**config.mk**
```make
export PLATFORM = sky130hd
export DESIGN_NAME = seg_pipe_adder
export DESIGN_NICKNAME = d
export VERILOG_FILES = /design/src/rtl/seg_pipe_adder.sv
export SDC_FILE = /design/constraint.sdc
export NUM_CORES = 1
export LEC_CHECK = 0
export BUFFER_PORTS_ARGS = -buffer_cell sky130_fd_sc_hd__clkbuf_2
export CORE_ASPECT_RATIO = 0.8
export CORE_UTILIZATION = 40
export CTS_BUF_LIST = sky130_fd_sc_hd__clkbuf_2 sky130_fd_sc_hd__clkbuf_4 sky130_fd_sc_hd__clkbuf_8
export DETAILED_ROUTE_END_ITERATION = 10
export PLACE_DENSITY_LB_ADDON = 0.2
export SLEW_MARGIN = 20
export SYNTH_ARGS = -nofsm -noshare
export SYNTH_HDL_FRONTEND = slang
export SYNTH_SLANG_ARGS = --single-unit
```
**constraint.sdc**
```tcl
create_clock -name clk -period 3.21 [get_ports clk]
set_input_delay 0.4815 -clock clk [delete_from_list [all_inputs] [get_ports clk]]
set_output_delay 0.4815 -clock clk [all_outputs]
set_load 0.02 [all_outputs]
```
**src/rtl/seg_pipe_adder.sv**
```systemverilog
// seg_pipe_adder: pipelined WIDTH-bit adder/subtractor, one SEG-bit segment per stage.
//
// The carry ripples through registers instead of through one long combinational chain.
// Each stage adds one segment. It then registers four things: the partial sum, the carry
// out of that segment, the operands (which later stages still need) and the op flags.
// A single enable (adv) moves all stages together. The pipeline therefore holds completely
// under backpressure, and bubbles stay where they are while the output is stalled.
//
// Optional feature: define SEG_PIPE_ADDER_SAT_EN to saturate sum at the output.
// For an add, a carry out forces sum to all-ones. For a subtract, a borrow forces sum to
// zero. cout always reports the raw carry.
//
// Ports:
//   clk       in   rising-edge clock
//   rst       in   synchronous active-high reset
//   in_valid  in   a/b/cin/sub valid this cycle
//   in_ready  out  operation accepted this cycle when in_valid is also high
//   a, b      in   WIDTH-bit unsigned operands
//   cin       in   carry-in (ignored when sub=1)
//   sub       in   0: a+b+cin, 1: a-b (a + ~b + 1)
//   out_valid out  sum/cout hold a result
//   out_ready in   consumer takes the result this cycle
//   sum       out  WIDTH-bit result modulo 2^WIDTH
//   cout      out  carry out; for sub, 0 means borrow (a < b)
//
// WIDTH must be an integer multiple of SEG; SEG == WIDTH yields a single registered stage.

module seg_pipe_adder #(
    parameter int unsigned WIDTH = 16,
    parameter int unsigned SEG   = 4
) (
    input  logic             clk,
    input  logic             rst,
    input  logic             in_valid,
    output logic             in_ready,
    input  logic [WIDTH-1:0] a,
    input  logic [WIDTH-1:0] b,
    input  logic             cin,
    input  logic             sub,
    output logic             out_valid,
    input  logic             out_ready,
    output logic [WIDTH-1:0] sum,
    output logic             cout
);

    localparam int unsigned STAGES = WIDTH / SEG;

    // Stage registers: index k holds the output of stage k (1..STAGES).
    logic [STAGES:1][WIDTH-1:0] r_a;
    logic [STAGES:1][WIDTH-1:0] r_b;
    logic [STAGES:1][WIDTH-1:0] r_sum;
    logic [STAGES:1]            r_carry;
    logic [STAGES:1]            r_sub;
    logic [STAGES:1]            r_valid;

    // Stage inputs: index k feeds stage k+1 (index 0 is the block input).
    logic [STAGES-1:0][WIDTH-1:0] w_a;
    logic [STAGES-1:0][WIDTH-1:0] w_b;
    logic [STAGES-1:0][WIDTH-1:0] w_sum;
    logic [STAGES-1:0]            w_carry;
    logic [STAGES-1:0]            w_sub;
    logic [STAGES-1:0]            w_valid;

    // Per-stage segment adder result and the partial sum to register.
    logic [STAGES-1:0][SEG:0]     w_seg;
    logic [STAGES-1:0][WIDTH-1:0] w_sum_nxt;

    logic w_adv;

    assign w_adv    = !r_valid[STAGES] || out_ready;
    assign in_ready = w_adv;

    always_comb begin
        w_a     = '0;
        w_b     = '0;
        w_sum   = '0;
        w_carry = '0;
        w_sub   = '0;
        w_valid = '0;

        // b is inverted once at entry, so every stage performs a plain add.
        w_a[0]     = a;
        w_b[0]     = sub ? ~b : b;
        w_carry[0] = sub | cin;
        w_sub[0]   = sub;
        w_valid[0] = in_valid;

        for (int s = 1; s < int'(STAGES); s++) begin
            w_a[s]     = r_a[s];
            w_b[s]     = r_b[s];
            w_sum[s]   = r_sum[s];
            w_carry[s] = r_carry[s];
            w_sub[s]   = r_sub[s];
            w_valid[s] = r_valid[s];
        end
    end

    always_comb begin
        w_seg     = '0;
        w_sum_nxt = '0;
        for (int s = 0; s < int'(STAGES); s++) begin
            w_seg[s] = {1'b0, w_a[s][s*SEG +: SEG]}
                     + {1'b0, w_b[s][s*SEG +: SEG]}
                     + {{SEG{1'b0}}, w_carry[s]};
            w_sum_nxt[s]                = w_sum[s];
            w_sum_nxt[s][s*SEG +: SEG]  = w_seg[s][SEG-1:0];
        end
    end

    always_ff @(posedge clk) begin
        if (rst) begin
            r_a     <= '0;
            r_b     <= '0;
            r_sum   <= '0;
            r_carry <= '0;
            r_sub   <= '0;
            r_valid <= '0;
        end else if (w_adv) begin
            for (int s = 0; s < int'(STAGES); s++) begin
                r_a[s+1]     <= w_a[s];
                r_b[s+1]     <= w_b[s];
                r_sum[s+1]   <= w_sum_nxt[s];
                r_carry[s+1] <= w_seg[s][SEG];
                r_sub[s+1]   <= w_sub[s];
                r_valid[s+1] <= w_valid[s];
            end
        end
    end

    assign out_valid = r_valid[STAGES];
    assign cout      = r_carry[STAGES];

`ifdef SEG_PIPE_ADDER_SAT_EN
    always_comb begin
        sum = r_sum[STAGES];
        if (!r_sub[STAGES] && r_carry[STAGES]) begin
            sum = '1;
        end else if (r_sub[STAGES] && !r_carry[STAGES]) begin
            sum = '0;
        end
    end

    // Already-consumed operand segments and the last stage's operand copies have no loads.
    logic w_unused_bits;
    assign w_unused_bits = ^{w_a, w_b, r_a[STAGES], r_b[STAGES]};
`else
    assign sum = r_sum[STAGES];

    logic w_unused_bits;
    assign w_unused_bits = ^{w_a, w_b, r_a[STAGES], r_b[STAGES], r_sub[STAGES]};
`endif

endmodule

```
==> results.tsv <==
stage	metric	value	unit
outcome	outcome	finished clean	
grt	grt_usage	15.63	%
yosys	synth_mux_area_share	0	%
drt	route.detailed.drc	0	
sta	setup_viol	0	
setup_path	crit_type	reg -> out	
clock_network	cts_buffers	9	
yosys	synth-seq-cells	96	
clock_network	clk_path_buf_depth	2	
floorplan	row_count	33	
power	ir_drop	0.1837	mV
drt	wl_met3	295	microns
yosys	ys_types	29	
grt	grt_pass1_wl	13.50	mm
yosys	synth_top_area_share	45.39	%
grt	overflow	0	
placement	place_ws	0.8291	ns
yosys	syn_inst	488	
yosys	postSynthAreaPerCell	8.676	sq um
clock_network	cts.reportedPaths.clkPinSlew	0.10	ns
floorplan	die_y	94.02	microns
run	drv_cap	0	
grt	grt_max_degree	89	
setup_path	endpoint_kind	output pin	
clock_network	post-cts-setup-buffers	0	
sta	fin_crit_sh	62.64	%
drt	highest_layer	met4	
sta	drv_slew	0	
grt	grt_pass1_vias	2995	
yosys	netlist_top_cells_area	dfxtp_1 45%, nand2_1 13%, a21oi_1 8.9%	
floorplan	die_w	117.0	microns
drt	vias	3070	
sta	final.setup.tns	0	ns
placement	gp_congestion	0.7020	
layout	drive_gt1_share	18.06	%
layout	area_growth	8.067	%
grt	grt_antenna_before_repair	0	
layout	antenna_cells	0	
drt	firstDrtPassIters	4	
sta	tightest_slew	0.8729	ns
clock_network	htreeDepth	3	
drt	first_iter_violations	195	
sta	rsz0062_at_grt	no	
floorplan	die_area	11000	sq um
yosys	synth-simple-area-share	18.09	%
placement	port_buffers	56	
yosys	synth-seq-area-share	45.39	%
drt	antenna_left	0	
sta	maxSlewHeadroom	41.80	%
yosys	yosys.area.top_type	dfxtp_1	
clock_network	cts_hold_buf	0	
clock_network	clk_root_buffer_cell	clkbuf_8	
clock_network	cts_resized	0	
placement	dp_hpwl	4.969	mm
sta	setup_ws	1.199	ns
setup_path	cp_max_fo	77	
worst_hold_path	hold_path.class	in -> reg	
drt	wl_met1	4.185	mm
yosys	synth_compound_area_share	16.31	%
sta	finalCriticalPeriod	2.011	ns
drt	drt-total-wl	7.801	mm
floorplan	core_area	10280	sq um
power	leakage	1.872	nW
clock_network	clock-sinks	96	
setup_path	crit_required	2.73	ns
drt	wl_per_cell	11.91	microns
yosys	yosys_warnings	0	
floorplan	initial_utilization	41.18	%
drt	via_per_inst	4.687	
yosys	mappedNetlistArea	4234	sq um
clock_network	cts_tree	yes	
sta	final-hold-violation-count	0	
floorplan	ios	57	
sta	max_freq	0.4973	GHz
yosys	synth_fp_nets	546	
drt	wl_met2	3.262	mm
power	p_per_area	507.9	nW/um^2
setup_path	startpoint_type	register	
sta	clock_skew	0.01399	ns
yosys	synth_top_family_by_area	simple AND/OR/NAND/NOR gates	
clock_network	clock_latency	0.36	ns
setup_path	cp.arrival	1.53	ns
layout	layout.nets	568	
yosys	synth_fa_ha_area_share	7.329	%
yosys	synth-xor-area-share	4.137	%
==> layer usage <==
layer / GRT usage (%) / vias up
met1: 21.60 / 1377
met5: 0 / -
li1: - / 1641
met3: 3.935 / 6
met4: 5.063 / 0
met2: 23.72 / 46
==> power breakdown <==
| group | switching (mW) | internal, mW | total [mW] |
|---|---|---|---|
| registers | 0.0431 | 1.27 | 1.31 |
| logic | 0.144 | 0.120 | 0.264 |
| clock network | 0.449 | 0.298 | 0.747 |
| total | 0.636 | 1.69 | 2.32 |
==> state kept, by name, summed over array words and instances (netlist names) <==
register  count
r_a          24
r_b          24
r_carry       4
r_sum        24
r_valid       4
sum          16
==> cells in the mapped netlist, drive strengths merged <==
cell      n
nor3      2
fa        8
nand2   142
a21oi    75
ha       12
clkbuf    4
a211oi   20
or3       2
nand3     4
nor2b     5
nand3b    4
nor2     24
xor2      5
a2111o    4
a21o      4
or2       1
dfxtp    96
o211ai    2
o21ai     2
buf      46
nand2b    2
nand4     2
inv       7
xnor2    15
==> critical path, cell delays in order (launching register included) <==
cell	delay [ns]
dfxtp_1	0.32
nor2b_4	0.14
inv_6	0.40
clkbuf_2	0.27
==> worst paths after layout <==
| kind | to | cells past startpoint | slack (ns) | start |
|---|---|---|---|---|
| max | in_ready | 3 | 1.20 | r_valid[4] |
| min | r_a[14] | 3 | 0.34 | a[14] |
| max reg2reg | r_carry[4] | 5 | 1.31 | r_a[44] |
| min reg2reg | sum[1] | 2 | 0.45 | r_sum[33] |
==> final cells by class <==
cell class                      instances  area [sq um]
Tap cell                              140         175.2
Clock buffer                            9         123.9
Multi-Input combinational cell        335          1942
Fill cell                            1041          5705
Sequential cell                        96          1922
Timing Repair Buffer                   61         320.3
Clock inverter                          7         61.31
Inverter                                7         31.28
==> through the flow <==
step           area [sq um]  total power [mW]  std cells  hold WS [ns]  util, %
2_1_floorplan          4234             1.541        488        0.4321        -
3_3_place_gp           4390             1.598        639        0.4391    42.70
3_5_place_dp           4390             1.605        639        0.4447    42.70
4_1_cts                4576             2.358        655        0.3203    44.51
5_1_grt                4576             2.444        655        0.3223    44.51
6_report               4576             2.324        655        0.3382    44.51
==> cells in the final DEF (no fill, tap or decap), types with 3 or more instances in the layout <==
master / instances
a2111o_1: 4
a211oi_1: 7
a211oi_2: 13
a21o_1: 4
a21oi_1: 75
buf_4: 6
clkbuf_2: 55
clkbuf_8: 9
dfxtp_1: 96
fa_1: 8
ha_1: 12
inv_1: 6
inv_6: 3
nand2_1: 142
nand3_1: 4
nand3b_1: 4
nor2_1: 24
nor2b_1: 4
xnor2_1: 15
xor2_1: 5
==> cell families (layout without fill, tap and decap cells) <==
logic type / count (synthesis) / count (layout)
flip-flops: 96 / 96
AND/OR/NAND/NOR: 188 / 188
adder cells (fa/ha/maj): 20 / 20
XOR/XNOR: 20 / 20
buffers and inverters: 57 / 84
AO/OA/AOI/OAI: 107 / 107
Power figures use the tool's default switching activity.
